<file path="src/rtl/l2_cache_miss_queue.sv">
// l2_cache_miss_queue: in-order L2 miss buffer. It issues one memory read per
// non-duplicate miss, collects fills in request order and hands each completed
// miss back to the L2 pipeline through a single restart register.
module l2_cache_miss_queue #(
  parameter int QUEUE_SIZE       = 8,
  parameter int LINE_INDEX_WIDTH = 26,
  parameter int LINE_WIDTH       = 512
) (
  input  logic                        clk,
  input  logic                        reset_n,
  input  logic                        enq_valid,
  input  logic [LINE_INDEX_WIDTH-1:0] enq_addr,
  input  logic                        enq_duplicate,
  output logic                        enq_ready,
  output logic                        mem_req_valid,
  output logic [LINE_INDEX_WIDTH-1:0] mem_req_addr,
  input  logic                        mem_req_ready,
  input  logic                        mem_resp_valid,
  input  logic [LINE_WIDTH-1:0]       mem_resp_data,
  output logic                        mem_resp_ready,
  output logic                        restart_valid,
  output logic [LINE_INDEX_WIDTH-1:0] restart_addr,
  output logic [LINE_WIDTH-1:0]       restart_data,
  output logic                        restart_is_fill,
  input  logic                        restart_ack
);

  localparam int PW = $clog2(QUEUE_SIZE);
  localparam int CW = PW + 1;
  localparam logic [CW-1:0] FULL_COUNT = CW'(QUEUE_SIZE);

  logic [LINE_INDEX_WIDTH-1:0] addr_mem [QUEUE_SIZE];
  logic [QUEUE_SIZE-1:0]       dup_mem;

  logic [PW-1:0] tail;
  logic [PW-1:0] issue;
  logic [PW-1:0] head;
  logic [CW-1:0] count;
  // Entries between head and issue. With a full queue tail, issue and head can
  // all be equal whether nothing or everything has been issued, so this count
  // is what tells the two cases apart.
  logic [CW-1:0] issued_count;

  logic enq_fire;
  logic issue_pending;
  logic issue_is_dup;
  logic issue_adv;
  logic head_issued;
  logic head_is_dup;
  logic restart_free;
  logic complete;

  assign enq_ready     = (count != FULL_COUNT);
  assign enq_fire      = enq_valid && enq_ready;

  assign issue_pending = (issued_count != count);
  assign issue_is_dup  = dup_mem[issue];
  assign mem_req_valid = issue_pending && !issue_is_dup;
  assign mem_req_addr  = addr_mem[issue];
  assign issue_adv     = issue_pending && (issue_is_dup || mem_req_ready);

  assign head_issued    = (issued_count != '0);
  assign head_is_dup    = dup_mem[head];
  assign restart_free   = !restart_valid || restart_ack;
  assign mem_resp_ready = head_issued && !head_is_dup && restart_free;
  assign complete       = head_issued && restart_free && (head_is_dup || mem_resp_valid);

  // Entry storage is written at the tail; occupied slots are never rewritten,
  // which keeps mem_req_addr stable while a request waits for acceptance.
  always_ff @(posedge clk) begin
    if (enq_fire) begin
      addr_mem[tail] <= enq_addr;
      dup_mem[tail]  <= enq_duplicate;
    end
  end

  // Pointer and occupancy bookkeeping for enqueue, issue and completion.
  always_ff @(posedge clk) begin
    if (!reset_n) begin
      tail         <= '0;
      issue        <= '0;
      head         <= '0;
      count        <= '0;
      issued_count <= '0;
    end else begin
      if (enq_fire) begin
        tail <= tail + PW'(1);
      end
      if (issue_adv) begin
        issue <= issue + PW'(1);
      end
      if (complete) begin
        head <= head + PW'(1);
      end
      count        <= count + CW'(enq_fire) - CW'(complete);
      issued_count <= issued_count + CW'(issue_adv) - CW'(complete);
    end
  end

  // Restart register: loads on completion, clears on ack unless reloaded.
  always_ff @(posedge clk) begin
    if (!reset_n) begin
      restart_valid   <= 1'b0;
      restart_is_fill <= 1'b0;
      restart_addr    <= '0;
      restart_data    <= '0;
    end else if (complete) begin
      restart_valid   <= 1'b1;
      restart_addr    <= addr_mem[head];
      restart_is_fill <= !head_is_dup;
      if (!head_is_dup) begin
        restart_data <= mem_resp_data;
      end
    end else if (restart_ack) begin
      restart_valid <= 1'b0;
    end
  end

endmodule

</file>
<file path="config.mk">
export PLATFORM = sky130hd
export DESIGN_NAME = l2_cache_miss_queue
export DESIGN_NICKNAME = d
export VERILOG_FILES = /design/src/rtl/l2_cache_miss_queue.sv
export SDC_FILE = /design/constraint.sdc
export NUM_CORES = 1
export LEC_CHECK = 0
export CAP_MARGIN = 25
export CORE_AREA = 2 2 428 430
export DETAILED_ROUTE_END_ITERATION = 16
export DIE_AREA = 0 0 430 432
export GPL_TIMING_DRIVEN = 1
export PLACE_DENSITY_LB_ADDON = 0.25
export SLEW_MARGIN = 20
export SYNTH_ARGS = -nofsm -noshare
export SYNTH_HDL_FRONTEND = slang
export SYNTH_SLANG_ARGS = --single-unit
export TNS_END_PERCENT = 20
</file>
<file path="constraint.sdc">
create_clock -name clk -period 3.95 [get_ports clk]
set_input_delay 0.79 -clock clk [delete_from_list [all_inputs] [get_ports clk]]
set_output_delay 0.79 -clock clk [all_outputs]
set_load 0.005 [all_outputs]
</file>
-- Word-level counts from Yosys, hierarchy flattened
Memories as Yosys holds them, arrays and structs flattened. A register that Yosys moved wholly into a read port is not among the register bits.
Cells that the tools add are included.
- register bits after elaboration: 539
- RAM bits: 208
- output and inout port bits: 569
- logic and storage cells: 55
- memories: 1
- add/sub/neg operators: 7
- $lt $le $gt $ge: 4
- equality and inequality tests: 2
- multiplexer cells: 13
- bitwise logic cells: 1
- reduce and logical (&&, ||, !) cells: 18
- memory list (memory ; words ; bits a word ; rd ports ; clocked after memory_dff ; wr ports ; RTL line ; source):
    addr_mem ; 8 ; 26 ; 2 ; 2 ; 1 ; 32 ; logic [LINE_INDEX_WIDTH-1:0] addr_mem [QUEUE_SIZE];
- operator list (cell ; count):
    $lt 3x4->1 const B ; 3
    $add 3x1->3 const B ; 3
    $add 4x1->4 ; 2
    $bwmux 8 ; 1
    $logic_and 1x1->1 ; 8
    $sub 4x1->4 ; 2
    $mux 1 ; 7
    $bmux 1 s3 ; 2
    $mux 3 ; 2
    $logic_not 1->1 ; 4
    $ne 4x4->1 ; 1
    $ne 4x4->1 const B ; 1
    $reduce_bool 4->1 ; 1
    $demux 1 s3 ; 1
    $ge 3x1->1 const B ; 1
    $logic_or 1x1->1 ; 3
    $reduce_and 2->1 ; 1
    $reduce_bool 2->1 ; 1
    $not 1->1 ; 1

-- Logic depth before layout (Yosys ltp)
- word-level depth: 6
- gate-level depth with buffers: 13
- gate-level depth less buffers: 11

-- Worst setup path after synthesis
No wires, ideal clock.
- path type: register to register
- from: reg count[2]
- to: mem addr_mem[0][0] (enable)
- setup time: 0.479 ns
- data arrival time: 3.763 ns
- required time: 3.471 ns
- path slack: -0.292 ns
- cell stages (with the launch flop): 7
- clock period less this slack: 4.242 ns
- cells stage by stage: dfxtp_1 -> inv_1 -> ha_1 -> or3b_2 -> clkbuf_1 -> nand2_1 -> nor4_1
- longest elaborated chain between the ends: 4
- ends and longest elaborated chain (item ; RTL line ; source):
    start: declaration ; 38 ; logic [CW-1:0] count;
    start signal: assignment ; 95 ; count <= count + CW'(enq_fire) - CW'(complete);
    $ne 4x4->1 ; 53 ; assign enq_ready = (count != FULL_COUNT);
    named net enq_ready ; 14 ; output logic enq_ready,
    $logic_and 1x1->1 ; 54 ; assign enq_fire = enq_valid && enq_ready;
    $mux 1 ; 71 ; if (enq_fire) begin
    $mux 1 (implied by the code) ; 72 ; addr_mem[tail] <= enq_addr;
    end: declaration ; 32 ;
The timed path passes the listed nets, and every way through them passes these cells.

-- Worst setup path after layout
- from: reg head[0]
- to: out mem_resp_ready
- longest elaborated chain between the ends: 5
- ends and longest elaborated chain (item ; RTL line ; source):
    start: declaration ; 37 ; logic [PW-1:0] head;
    start signal: assignment ; 93 ; head <= head + PW'(1);
    $bmux 1 s3 ; 63 ; assign head_is_dup = dup_mem[head];
    $mux 1 (implied by the code) ; 63 ;
    $logic_not 1->1 ; - ;
    $logic_and 1x1->1 (2 in a row) ; 65 ; assign mem_resp_ready = head_issued && !head_is_dup && restart_free;
    end: declaration ; 20 ; output logic mem_resp_ready,
Every way passes these cells. The select of a mux whose other input is x is not followed.

==> impl_results.md <==
- Outcome: complete, no violations
- Cts-stage hold buffer count: 0
- GP Congestion: 0.896
- Minimum clock period: 3.73 ns
- GRT overflow: 0
- Power per cell area: 650 mW/mm^2
- H-tree depth: 3
- Port buffer count: 1,113
- Cell Area, Synth: 0.0323 sq mm
- Die ar.: 0.186 sq mm
- Clk_lat worst skew: 0.75 ns
- Type of origin of the critical path: flip-flop
- R2r startpoint: head[0]
- Critical Path RT: 3.16 ns
- Root Buffer: clkbuf_16
- Worst hold start: restart_addr[12]
- Net count, final: 4,537
- Final HPWL DP: 120,000 um
- Wire length per cell: 25.2 um
- Leak: 16.0 nW
- First-pass GRT wire length: 224,000 um
- Syn_area_per_cell: 10.8 sq um
- Setup bufs post-CTS: 1
- Sequential area share after synthesis: 54.8%
- Vias in the first global route: 28,100
- Tcrit/Tclk final: 94.5%
- Worst Setup SP: head[0]
- Data arrival, critical path: 2.94 ns
- Final hold slack: 0.459 ns
- Crit. End Element: output port
- Std cell rows: 157
- RSZ-0062 raised after global routing: no
- Peak supply drop: 0.478 mV
- Max Cap Viol: 0
- Clock Skews: 0.0553 ns
- Initial antenna violation count: 57
- Slew @ Worst Pin: 1.05 ns
- Final Setup Violations: 0
- Initial core utilization: 17.8%
- CP Class: reg2out
- Number of flops mapped to enable cells by yosys: 216
- Worst slew margin relative to its limit: 29.7%
- Share of layout cells above drive strength 1: 10.5%
- Via density: 4.42
- Final wirelength: 163,000 um
- GRT Total Usage: 16.7%
- F_max: 268 MHz
- Synth Instances: 2,999
- Ys async rst share: 0%
- Final Hold Vio Count: 0
- Largest net degree at the start of global routing: 144
- Final Core Density: 27.3%
- Synth-to-Final Area Change: 53.7%
- Ys flop type: dfxtp_1
- TritonCTS Sinks: 776
- Net Count, Synth: 3,557
- Post-DRT Antenna Nets: 0
- Synth unique cells: 39
- Max-slew violation count: 0
- TritonRoute pass-1 iters: 6
- Die H: 432 um
- Via count: 28,600
- Die Wd: 430 um
- CTS resizes: 0
- Worst Path Max Fanout: 11
- DRC violations left: 0
- Total CTS buffers: 98
- DRT iter0 DRCs: 2,244
- Syn. warnings: 0
- Clock slew at reported path FFs: 0.06 ns
- Fin Setup TNS: 0 ns
- TritonCTS clock tree: done
- Classification of the worst-slack hold path: reg2reg
- Clk buf depth: 3
- Ports: 1,114
- FF+latch count, synth: 776
- Core Box Area: 0.182 sq mm
[worst paths after layout]
kind / depth (start not counted) / slack, ns / end
max: 4 / 0.22 / mem_resp_ready
min: 2 / 0.46 / restart_addr[12]
max reg2reg: 6 / 0.50 / restart_data[397]
min reg2reg: 2 / 0.46 / restart_addr[12]
[kinds of logic after synthesis]
logic type	share of synthesized area (%)
AOI/OAI and AO/OA	20.2
xor gates and xnor gates	0.325
adders and majority gates	0.550
buffers and inverters	4.10
DFF	54.8
muxes	10.6
and+or+nand+nor	9.39
[state kept, by name (all words and copies together) (netlist names), named ones only]
| name | count |
|---|---|
| restart_is_fill | 1 |
| head | 3 |
| tail | 3 |
| restart_valid | 1 |
| dup_mem | 8 |
| count | 4 |
| restart_addr | 26 |
| addr_mem | 208 |
| restart_data | 512 |
| issue | 3 |
| issued_count | 4 |
[cells in the final DEF, fill, tap and decap left out, drive strengths merged, types with 56 or more instances in the layout]
cell type,n
nand3,517
buf,97
mux4,107
edfxtp,216
nand2,64
dfxtp,560
o21ai,514
mux2,56
clkdlybuf4s50,1112
clkbuf,147
a21boi,514
[metal layers]
| metal | track usage (%) | part of all wire, % | vias up |
|---|---|---|---|
| met3 | 5.75 | 8.4 | 241 |
| li1 | - | - | 13000 |
| met1 | 22.1 | 44 | 14200 |
| met5 | 0 | 0.042 | - |
| met2 | 25.1 | 44 | 1068 |
| met4 | 6.15 | 3.1 | 10 |
[per-stage QoR]
step | instances | power, mW | worst slack (ns) | area, sq um
after floorplan | 2999 | 16.4 | 0.411 | 32300
after global placement | 6262 | 23.2 | 0.657 | 46200
after detailed placement | 6263 | 23.3 | 0.619 | 46300
after CTS | 6446 | 32.7 | 0.0763 | 49600
after global routing | 6467 | 34.0 | 0.0577 | 49600
final | 6468 | 32.3 | 0.216 | 49600
[cell usage after synthesis (all sizes together), types with 7 or more instances]
| library cell | count | area, sq um |
|---|---|---|
| a21boi | 514 | 3860 |
| and2 | 9 | 56.3 |
| buf | 71 | 319 |
| clkbuf | 258 | 968 |
| dfxtp | 560 | 11200 |
| edfxtp | 216 | 6490 |
| ha | 11 | 138 |
| inv | 10 | 37.5 |
| mux2 | 56 | 631 |
| mux2i | 39 | 390 |
| mux4 | 107 | 2410 |
| nand2 | 64 | 240 |
| nand3 | 517 | 2590 |
| o21ai | 514 | 2580 |
| xnor2 | 7 | 61.3 |
[final cells by class]
type | count | area [sq um]
Tap cell | 2385 | 2980
Sequential cell | 776 | 17700
Fill cell | 19100 | 132000
Timing Repair Buffer | 1209 | 12200
Inverter | 10 | 37.5
Antenna cell | 22 | 55.1
Clock inverter | 35 | 448
Multi-Input combinational cell | 1884 | 13400
Clock buffer | 147 | 2850
[worst max-delay path, cell delays in order (launching register included)]
cell             delay (ns)
dfxtp_4                0.45
mux2_2                 0.35
mux4_4                 0.72
nor2_1                 0.13
clkdlybuf4s50_1        0.56
[power by group]
part | switching, mW | internal [mW] | total (mW)
registers | 0.850 | 9.50 | 10.3
clock network | 3.81 | 5.40 | 9.21
logic | 7.21 | 5.50 | 12.7
Note: power is estimated with default switching activity, not from simulation.
